## src/rtl/fma_pack_round.sv

```systemverilog
// fma_pack_round: three-stage carry-save resolve / normalize / round-and-pack to IEEE-754 binary32.
// Build option FMA_PACK_DENORM_EN: tiny results become subnormals instead of flushing to signed zero.
module fma_pack_round #(
    parameter int unsigned LATENCY = 3
) (
    input  logic        clk,
    input  logic        rst,
    input  logic        in_valid,
    output logic        in_ready,
    input  logic [47:0] csa_sum,
    input  logic [47:0] csa_carry,
    input  logic [9:0]  exp_in,
    input  logic        sign_in,
    output logic        out_valid,
    input  logic        out_ready,
    output logic [31:0] result,
    output logic        flag_ovf,
    output logic        flag_unf,
    output logic        flag_inexact
);
    localparam int unsigned MAG_W = 48;
    localparam int unsigned EXP_W = 12;
    localparam int unsigned LZC_W = 6;
    localparam int unsigned MAN_W = 24;

    logic                 en;
    logic [LATENCY-1:0]   vld_q, vld_d;

    logic [MAG_W-1:0]     mag1_q, mag1_d;
    logic [9:0]           exp1_q, exp1_d;
    logic                 sign1_q, sign1_d;

    logic [LZC_W-1:0]     lzc;
    logic [MAG_W-1:0]     norm2_q, norm2_d;
    logic [EXP_W-1:0]     e2_q, e2_d;
    logic                 zero2_q, zero2_d;
    logic                 sign2_q, sign2_d;

    logic [MAN_W-1:0]     mant;
    logic                 grd, stk, inc, tiny;
    logic [MAN_W:0]       mant_r;
    logic [EXP_W-1:0]     e_r;
    logic [31:0]          res_q, res_d;
    logic                 ovf_q, ovf_d, unf_q, unf_d, inx_q, inx_d;

`ifdef FMA_PACK_DENORM_EN
    logic [EXP_W-1:0]     sh;
    logic [MAG_W-1:0]     dn_shf;
    logic                 dn_lost, dn_grd, dn_stk, dn_inc;
    logic [MAN_W-1:0]     dn_mant, dn_mant_r;
`endif

    // Whole pipeline advances together; only a stalled valid output blocks it.
    assign en        = !vld_q[LATENCY-1] || out_ready;
    assign in_ready  = en;
    assign out_valid = vld_q[LATENCY-1];
    assign result       = res_q;
    assign flag_ovf     = ovf_q;
    assign flag_unf     = unf_q;
    assign flag_inexact = inx_q;

    always_ff @(posedge clk) begin
        if (!rst) begin
            vld_q   <= '0;
            mag1_q  <= '0;
            exp1_q  <= '0;
            sign1_q <= 1'b0;
            norm2_q <= '0;
            e2_q    <= '0;
            zero2_q <= 1'b0;
            sign2_q <= 1'b0;
            res_q   <= '0;
            ovf_q   <= 1'b0;
            unf_q   <= 1'b0;
            inx_q   <= 1'b0;
        end else if (en) begin
            vld_q   <= vld_d;
            mag1_q  <= mag1_d;
            exp1_q  <= exp1_d;
            sign1_q <= sign1_d;
            norm2_q <= norm2_d;
            e2_q    <= e2_d;
            zero2_q <= zero2_d;
            sign2_q <= sign2_d;
            res_q   <= res_d;
            ovf_q   <= ovf_d;
            unf_q   <= unf_d;
            inx_q   <= inx_d;
        end
    end

    // S1: resolve the carry-save pair.
    always_comb begin
        vld_d   = {vld_q[LATENCY-2:0], in_valid};
        mag1_d  = csa_sum + csa_carry;
        exp1_d  = exp_in;
        sign1_d = sign_in;
    end

    // S2: leading-one position, left-justify to bit 47, exponent = exp_in + p - 46.
    always_comb begin
        lzc = LZC_W'(MAG_W - 1);
        for (int i = 0; i < int'(MAG_W); i++) begin
            if (mag1_q[i]) lzc = LZC_W'(int'(MAG_W) - 1 - i);
        end
        norm2_d = mag1_q << lzc;
        e2_d    = {{(EXP_W-10){exp1_q[9]}}, exp1_q} + EXP_W'(1) - EXP_W'(lzc);
        zero2_d = (mag1_q == '0);
        sign2_d = sign1_q;
    end

`ifdef FMA_PACK_DENORM_EN
    // S3 subnormal path: shift right by 1-e, everything shifted out folds into sticky.
    always_comb begin
        sh = EXP_W'(1) - e2_q;
        if (sh >= EXP_W'(MAG_W)) begin
            dn_shf  = '0;
            dn_lost = |norm2_q;
        end else begin
            dn_shf  = norm2_q >> sh[LZC_W-1:0];
            dn_lost = |(norm2_q & ~({MAG_W{1'b1}} << sh[LZC_W-1:0]));
        end
        dn_mant   = dn_shf[MAG_W-1:MAG_W-MAN_W];
        dn_grd    = dn_shf[MAG_W-MAN_W-1];
        dn_stk    = (|dn_shf[MAG_W-MAN_W-2:0]) | dn_lost;
        dn_inc    = dn_grd & (dn_stk | dn_mant[0]);
        dn_mant_r = dn_mant + MAN_W'(dn_inc);
    end
`endif

    // S3: round-to-nearest-even, range checks and packing.
    always_comb begin
        res_d  = res_q;
        ovf_d  = ovf_q;
        unf_d  = unf_q;
        inx_d  = inx_q;
        mant   = norm2_q[MAG_W-1:MAG_W-MAN_W];
        grd    = norm2_q[MAG_W-MAN_W-1];
        stk    = |norm2_q[MAG_W-MAN_W-2:0];
        inc    = grd & (stk | mant[0]);
        mant_r = {1'b0, mant} + (MAN_W+1)'(inc);
        e_r    = mant_r[MAN_W] ? e2_q + EXP_W'(1) : e2_q;
        tiny   = e2_q[EXP_W-1] || (e2_q == '0);
        if (vld_q[1]) begin
            if (zero2_q) begin
                res_d = {sign2_q, 31'b0};
                ovf_d = 1'b0;
                unf_d = 1'b0;
                inx_d = 1'b0;
            end else if (tiny) begin
`ifdef FMA_PACK_DENORM_EN
                // Rounding carry into bit 23 lands naturally in exponent field 1.
                res_d = {sign2_q, 7'b0, dn_mant_r};
                ovf_d = 1'b0;
                inx_d = dn_grd | dn_stk;
                unf_d = (dn_grd | dn_stk) & !dn_mant_r[MAN_W-1];
`else
                res_d = {sign2_q, 31'b0};
                ovf_d = 1'b0;
                unf_d = 1'b1;
                inx_d = 1'b1;
`endif
            end else if (e_r >= EXP_W'(255)) begin
                res_d = {sign2_q, 8'hFF, 23'b0};
                ovf_d = 1'b1;
                unf_d = 1'b0;
                inx_d = 1'b1;
            end else begin
                res_d = {sign2_q, e_r[7:0],
                         mant_r[MAN_W] ? mant_r[MAN_W-1:1] : mant_r[MAN_W-2:0]};
                ovf_d = 1'b0;
                unf_d = 1'b0;
                inx_d = grd | stk;
            end
        end
    end

endmodule
```

## config.mk

```make
export PLATFORM = sky130hd
export DESIGN_NAME = fma_pack_round
export DESIGN_NICKNAME = d
export VERILOG_FILES = /design/src/rtl/fma_pack_round.sv
export SDC_FILE = /design/constraint.sdc
export NUM_CORES = 1
export LEC_CHECK = 0
export CAP_MARGIN = 15
export CORE_MARGIN = 10
export CORE_UTILIZATION = 62
export DETAILED_ROUTE_END_ITERATION = 8
export GPL_TIMING_DRIVEN = 1
export HOLD_SLACK_MARGIN = 0.12
export PLACE_DENSITY = 0.95
export SLEW_MARGIN = 20
export SYNTH_ARGS = -nofsm -noshare
export SYNTH_HDL_FRONTEND = slang
export SYNTH_SLANG_ARGS = --single-unit
```

## constraint.sdc

```tcl
create_clock -name clk -period 12.85 [get_ports clk]
set_input_delay 1.9275 -clock clk [delete_from_list [all_inputs] [get_ports clk]]
set_output_delay 1.9275 -clock clk [all_outputs]
set_load 0.02 [all_outputs]
```

==> metrics.txt, run 1 <==
core area 19,400 um2; CP endpoint kind output port; post-route insts no fill 1,977; cts repair resizes 0; largest area contributor in the netlist dfxtp_1; post-route cell area 14,260 um2; cell area after placement 13,660 um2; final setup vio count 0; Clk Latency, worst-skew pair 0.44 ns; Post-CTS Setup Repair Bufs 0; die width 160.2 um; crit share post-route 45.38%; worst min path class reg -> reg; CP cell instances clkdlybuf4s50_1 > nor2b_4 > clkinv_2 > buf_4 > clkdlybuf4s50_1; largest net degree at the start of global routing 89; Num CTS Buffers 17; Inst Count DP 1,945; gpl congestion 1.003; P_int ~1.3 mW; area grow syn2layout 16.97%; WP data arrival slightly below 4 ns; Post-Route WL 38,360 um; NumNets Final between 1,500 and 2,000; Critical Path RT 10.92 ns; vias in the first global route 12,170; I/O Buffers 147; first-pass GRT wire length between 60,000 and 70,000 um; path depth of the worst reg2reg path 20; placement row count 51; CP max-delay cell clkdlybuf4s50_1; Tmin final 5.831 ns; TritonCTS clock tree yes; detailed placement HPWL 28,480 um; combinational share of power about 47%; Total Neg Setup Slack 0 ns; pwr dens 159.0 nW/um2; switching power approximately 1 mW; drt drc 0; RR Endpoint e2_q[9]; Place WS approximately 6.8 ns; max-slew violations 0; clk root buf clkbuf_16; DR iter-0 viols 1,634; clk buf depth 2; Post-synth EDFFs 0; post-synthesis area per instance 7.476 um2; Hold Startpoint result[25]; flop2flop setup slack 7.49 ns; Overflow after GRT 0; Synth top area share around a quarter; register area share after synthesis 26.11%; cell area after synthesis 12,190 um2; Hold EP result[25]; worst r2r src mag1_q[47]; clock share of power 22.3%; Clk pin slew, worst setup/hold paths about 0.07 ns; critical path's largest stage delay 0.63 ns; Slew headroom 33.89%; clk sinks 159; Max Clock Freq 171.5 MHz; Ys Warns 0; clock skew between 0.01 and 0.015 ns; Fin. Hold Viols 0; Area contributors post-synth dfxtp_1 (26%), mux2i_1 (7.2%), a21oi_1 (7.1%); DIE HEIGHT 160.2 um; Post-synth top cells nand2_1 (219), a21oi_1 (173), dfxtp_1 (159); H-Tree Depth 4; WS Path Type in -> out; Max-Cap Viols 0; Slew @ Worst Pin 0.9793 ns; Async SR Flop Fraction 0%; GRT Resource Usage Total 28.44%; I/O pins 148; Routed WL per cell a little under 20 um; sequential power share 30.7%; Leakage 5.770 nW; cts hold-fix bufs 0; via count around 13,000; dominant synthesized flop cell dfxtp_1; cell mode on critical path clkdlybuf4s50_1; syn_nets 1,810; Worst VDD drop 0.08351 mV; full die area 25,680 um2; post-synthesis cell count 1,631; share of layout cells above drive strength 1 about 4.8%; initial core utilization between 60% and 70%; Fin Hold WS approximately 0.46 ns; TritonRoute pass-1 iters 8; count leader, synth nand2_1; critical path fanouts, max 53; CP startpoint kind input pin; Synth cell types 84; post-route setup slack 7.019 ns; status finished, final reports clean; RSZ-0062 raised after global routing false; initial antenna violation count 0; Sw Share 44.22%; number of diodes 0; Post-DRT Antenna Nets 0; number of vias per cell 6.467; hold depth 2; number of synthesized register bits 159
-- state kept, by name (all words and copies together) (netlist names) --
name	cells
e2_q	12
exp1_q	10
flag_inexact	1
flag_ovf	1
flag_unf	1
mag1_q	48
norm2_q	48
result	32
sign1_q	1
sign2_q	1
vld_q	3
zero2_q	1
-- final cells by class --
class | count | area (um2)
fill | 1480 | 5136
clock buffer | 17 | 425.4
inverter | 48 | 182.7
multi-input combinational | 1311 | 8384
clock inverter | 15 | 171.4
tap | 265 | 331.6
timing repair buffer | 162 | 1584
sequential | 159 | 3183
-- worst max-delay path by stage --
stage	startpoint	endpoint	slack, ns	cells past startpoint
floorplan	out_ready	in_ready	7.95	5
global placement	csa_sum[0]	mag1_q[46]	6.89	15
detailed placement	csa_sum[0]	mag1_q[46]	6.78	15
CTS	out_ready	in_ready	7.03	5
global route	csa_sum[0]	mag1_q[46]	6.93	15
finish	out_ready	in_ready	7.02	5
-- critical path: cells and delay by family --
| family | cells | cell delay [ns] |
|---|---|---|
| and+or+nand+nor | 1 | 0.43 |
| buffers and inverters | 4 | 1.53 |
-- power by group through the flow --
| stage | Clock (mW) | Sequential (mW) | Combinational (mW) |
|---|---|---|---|
| after floorplan | 0 | 0.650 | 0.786 |
| after detailed placement | 0 | 0.697 | 1.03 |
| after CTS | 0.505 | 0.689 | 1.04 |
| after global routing | 0.525 | 0.706 | 1.15 |
| after global placement | 0 | 0.691 | 1.01 |
| final | 0.505 | 0.696 | 1.07 |
-- layer usage --
metal	vias to the layer above	global-route usage [%]	share of wire [%]
met3	117	4.807	7.5
met5	-	0	0
met4	0	12.10	3.7
met2	653	48.73	48
met1	5922	34.36	41
li1	6093	-	-
-- per-stage QoR --
stage / utilization (%) / power, mW
finish: 73.52 / 2.268
global route: 73.52 / 2.384
CTS: 73.50 / 2.234
detailed placement: 70.42 / 1.727
global placement: 70.42 / 1.704
floorplan: - / 1.436
-- placed cells by master (no fill, tap or decap), types with 12 or more instances in the layout --
cell	n
nand2_1	218
a21oi_1	173
dfxtp_1	159
nor2_1	152
clkdlybuf4s50_1	147
o21ai_0	99
mux2i_1	88
ha_1	66
inv_1	43
xnor2_1	37
xor2_1	35
nand3_1	34
a22oi_1	33
nor3_1	31
a31oi_1	24
a21o_1	23
a211oi_1	22
nor4_1	19
a32oi_1	17
clkbuf_16	17
nand2b_1	16
and3_1	16
buf_4	15
o211ai_1	13
a311oi_1	13
nor2b_1	12
-- cell families after synthesis --
logic type      share of synthesized area (%)
xor+xnor                                5.172
simple gates                            19.82
flops                                   26.11
mux                                     8.148
fa+ha+maj                               7.101
compound gates                          28.29
buf+inv                                 5.367
Power figures use the tool's default switching activity.
==> run 2: changes to the inputs <==
CORE_UTILIZATION = 57   (was 62)
PLACE_DENSITY = 0.92   (was 0.95)
clock period = 5.4 ns   (was 12.85 ns; I/O delays follow)
==> run 2 against run 1 <==
  * Die area grew 7.7%
  * Cell count grew 1.3%
  * Routed wire length grew 1.2%
  * Sequential share of layout area down 0.18 points
  * Count of clock-buffer cells in the layout rose by 1
  * Largest power group unchanged
==> metrics.txt, run 2 (synthesis gave the netlist of run 1 again) <==
I/O pins 148 (unchanged); Num CTS Buffers 17 (unchanged); Critical Path RT 5.78 ns (was 10.92 ns); critical path fanouts, max 30 (was 53); post-route setup slack 0.7868 ns (was 7.019 ns); worst r2r src norm2_q[17] (was mag1_q[47]); WS Path Type reg -> reg (was in -> out); Slew @ Worst Pin 0.9499 ns (was 0.9793 ns); detailed placement HPWL 28,530 um (was 28,480 um); Post-CTS Setup Repair Bufs 0 (unchanged); largest net degree at the start of global routing 73 (was 89); RSZ-0062 raised after global routing false (unchanged); final setup vio count 0 (unchanged); I/O Buffers 147 (unchanged); NumNets Final 1,894 (was 1,878); flop2flop setup slack 0.79 ns (was 7.49 ns); initial core utilization 58.00% (was 62.85%); switching power 2.378 mW (was 1.003 mW); CP max-delay cell nor4_2 (was clkdlybuf4s50_1); crit path from norm2_q[17] (was out_ready); gpl congestion 1.005 (was 1.003); worst min path class reg -> reg (unchanged); Place WS 0.5966 ns (was 6.783 ns); drt drc 0 (unchanged); cts repair resizes 0 (unchanged); clock share of power 22.5% (was 22.3%); Post-Route WL 38,820 um (was 38,360 um); crit share post-route 85.43%; pwr dens 379.2 nW/um2 (was 159.0 nW/um2); Clk Latency, worst-skew pair 0.44 ns (about the same); Sw Share 43.61% (was 44.22%); hold depth 2 (unchanged); Fin Hold WS 0.4550 ns (was 0.4588 ns); Hold Startpoint exp1_q[9] (was result[25]); P_int 3.074 mW (was 1.265 mW); share of layout cells above drive strength 1 5.556% (was 4.790%); placement row count 53 (was 51); Tmin final about 4.6 ns; combinational share of power 47.3% (was 47.1%); TritonCTS clock tree yes (unchanged); Worst VDD drop 0.2576 mV (was 0.08351 mV); H-Tree Depth 4 (unchanged); number of fill cells in the layout 1,712 (was 1,480); DIE HEIGHT 166.3 um (was 160.2 um); Leakage 5.853 nW (was 5.770 nW); Post-DRT Antenna Nets 0 (unchanged); status finished, final reports clean (unchanged); core area 21,020 um2 (was 19,400 um2); DR iter-0 viols 1,446 (was 1,634); clock skew 0.01275 ns (was 0.01130 ns); Hold EP exp1_q[9] (was result[25]); clk buf depth 2 (unchanged); cts hold-fix bufs 0 (unchanged); Max Clock Freq ~220 MHz; CP cell instances nor4_1 > and4_1 > nand3_1 > o21a_1 > ha_1 > ha_1 > nand3_1 > nor2_1 > nand3_1 > nor4_2 > nand2_1 > or3_1 > mux2i_1 > a211oi_2 > buf_4 > nand2_1 > o221ai_1 > and2_1 (was clkdlybuf4s50_1 > nor2b_4 > clkinv_2 > buf_4 > clkdlybuf4s50_1); vias in the first global route 12,420 (was 12,170); first-pass GRT wire length 63,450 um (was 62,000 um); Clk pin slew, worst setup/hold paths 0.08 ns (was 0.07 ns); clk sinks 159 (unchanged); die width 166.3 um (was 160.2 um); TritonRoute pass-1 iters 8 (unchanged); Total Neg Setup Slack 0 ns (unchanged); Slew headroom 36.14% (was 33.89%); sequential power share 30.2% (was 30.7%); RR Endpoint result[12] (was e2_q[9]); commonest non-fill, non-tap cell in the layout nand2_1 (unchanged); initial antenna violation count 0 (unchanged); number of diodes 0 (unchanged); number of vias per cell 6.457 (was 6.467); Max-Cap Viols 0 (unchanged); clk root buf clkbuf_16 (unchanged); WP data arrival 4.99 ns (was 3.90 ns); commonest non-fill, non-tap cells in the layout nand2_1 (219), a21oi_1 (173), dfxtp_1 (159), nor2_1 (153), clkdlybuf4s50_1 (147) (was nand2_1 (218), a21oi_1 (173), dfxtp_1 (159), nor2_1 (152), clkdlybuf4s50_1 (147)); CP startpoint kind flop (was input pin); CP endpoint kind flop (was output port); GRT Resource Usage Total 26.66% (was 28.44%); Fin. Hold Viols 0 (unchanged); full die area 27,640 um2 (was 25,680 um2); path depth of the worst reg2reg path 18 (was 20); Routed WL per cell 19.38 um (was 19.40 um); cell mode on critical path nand3_1 (was clkdlybuf4s50_1); area grow syn2layout 17.93% (was 16.97%); Overflow after GRT 0 (unchanged); critical path's largest stage delay 0.84 ns (was 0.63 ns); via count 12,930 (was 12,790); max-slew violations 0 (unchanged); total power 5.452 mW (was 2.268 mW)
-- run 2: cell types whose count changed in the layout (fill, tap and decap cells not counted), sizes merged --
cell	delta
clkinv	-4
inv	+3
clkbuf	+1
bufinv	+1
buf	+16
clkinvlp	-1
-- run 2: worst max-delay path by stage --
| stage | to | cells past startpoint |
|---|---|---|
| global route | result[12] | 18 |
| finish | result[12] | 18 |
| detailed placement | mag1_q[46] | 16 |
| floorplan | e2_q[11] | 21 |
| CTS | result[12] | 18 |
| global placement | mag1_q[46] | 16 |
-- run 2: layer usage --
layer | global-route usage [%] | vias up | routed length, um
li1 | - | 6113 | -
met5 | 0 | - | 0
met4 | 13.25 | 0 | 1651
met3 | 4.614 | 126 | 2935
met1 | 32.31 | 5948 | 15900
met2 | 44.57 | 746 | 18330
-- run 2: worst max-delay path: cells and delay by family (launching register included) --
| kind | cells | cell delay (ns) |
|---|---|---|
| compound gates | 3 | 0.56 |
| fa+ha+maj | 2 | 0.35 |
| mux | 1 | 0.17 |
| buf+inv | 1 | 0.34 |
| simple gates | 11 | 2.75 |
| flops | 1 | 0.36 |
-- run 2: layout make-up --
class	count	area, um2	share of cell area (%)
inverters	48	182.7	1.270
repair buffers	178	1704	11.85
clock buffers	18	439.2	3.054
multi-input cells	1311	8379	58.28
well taps	275	344.1	2.393
clock inverters	14	146.4	1.018
flip-flops and latches	159	3183	22.14
-- run 2: metrics by stage --
step	util [%]	instances	cell area (um2)
after detailed placement	65.62	1971	13790
after floorplan	-	1631	12190
after CTS	68.40	2003	14380
after global routing	68.40	2003	14380
final	68.40	2003	14380
after global placement	65.62	1971	13790
-- run 2: power groups by stage --
stage / registers [mW] / logic [mW] / clock network [mW]
floorplan: 1.55 / 1.87 / 0
global placement: 1.64 / 2.42 / 0
detailed placement: 1.66 / 2.47 / 0
CTS: 1.63 / 2.50 / 1.22
global route: 1.68 / 2.78 / 1.27
finish: 1.65 / 2.58 / 1.23
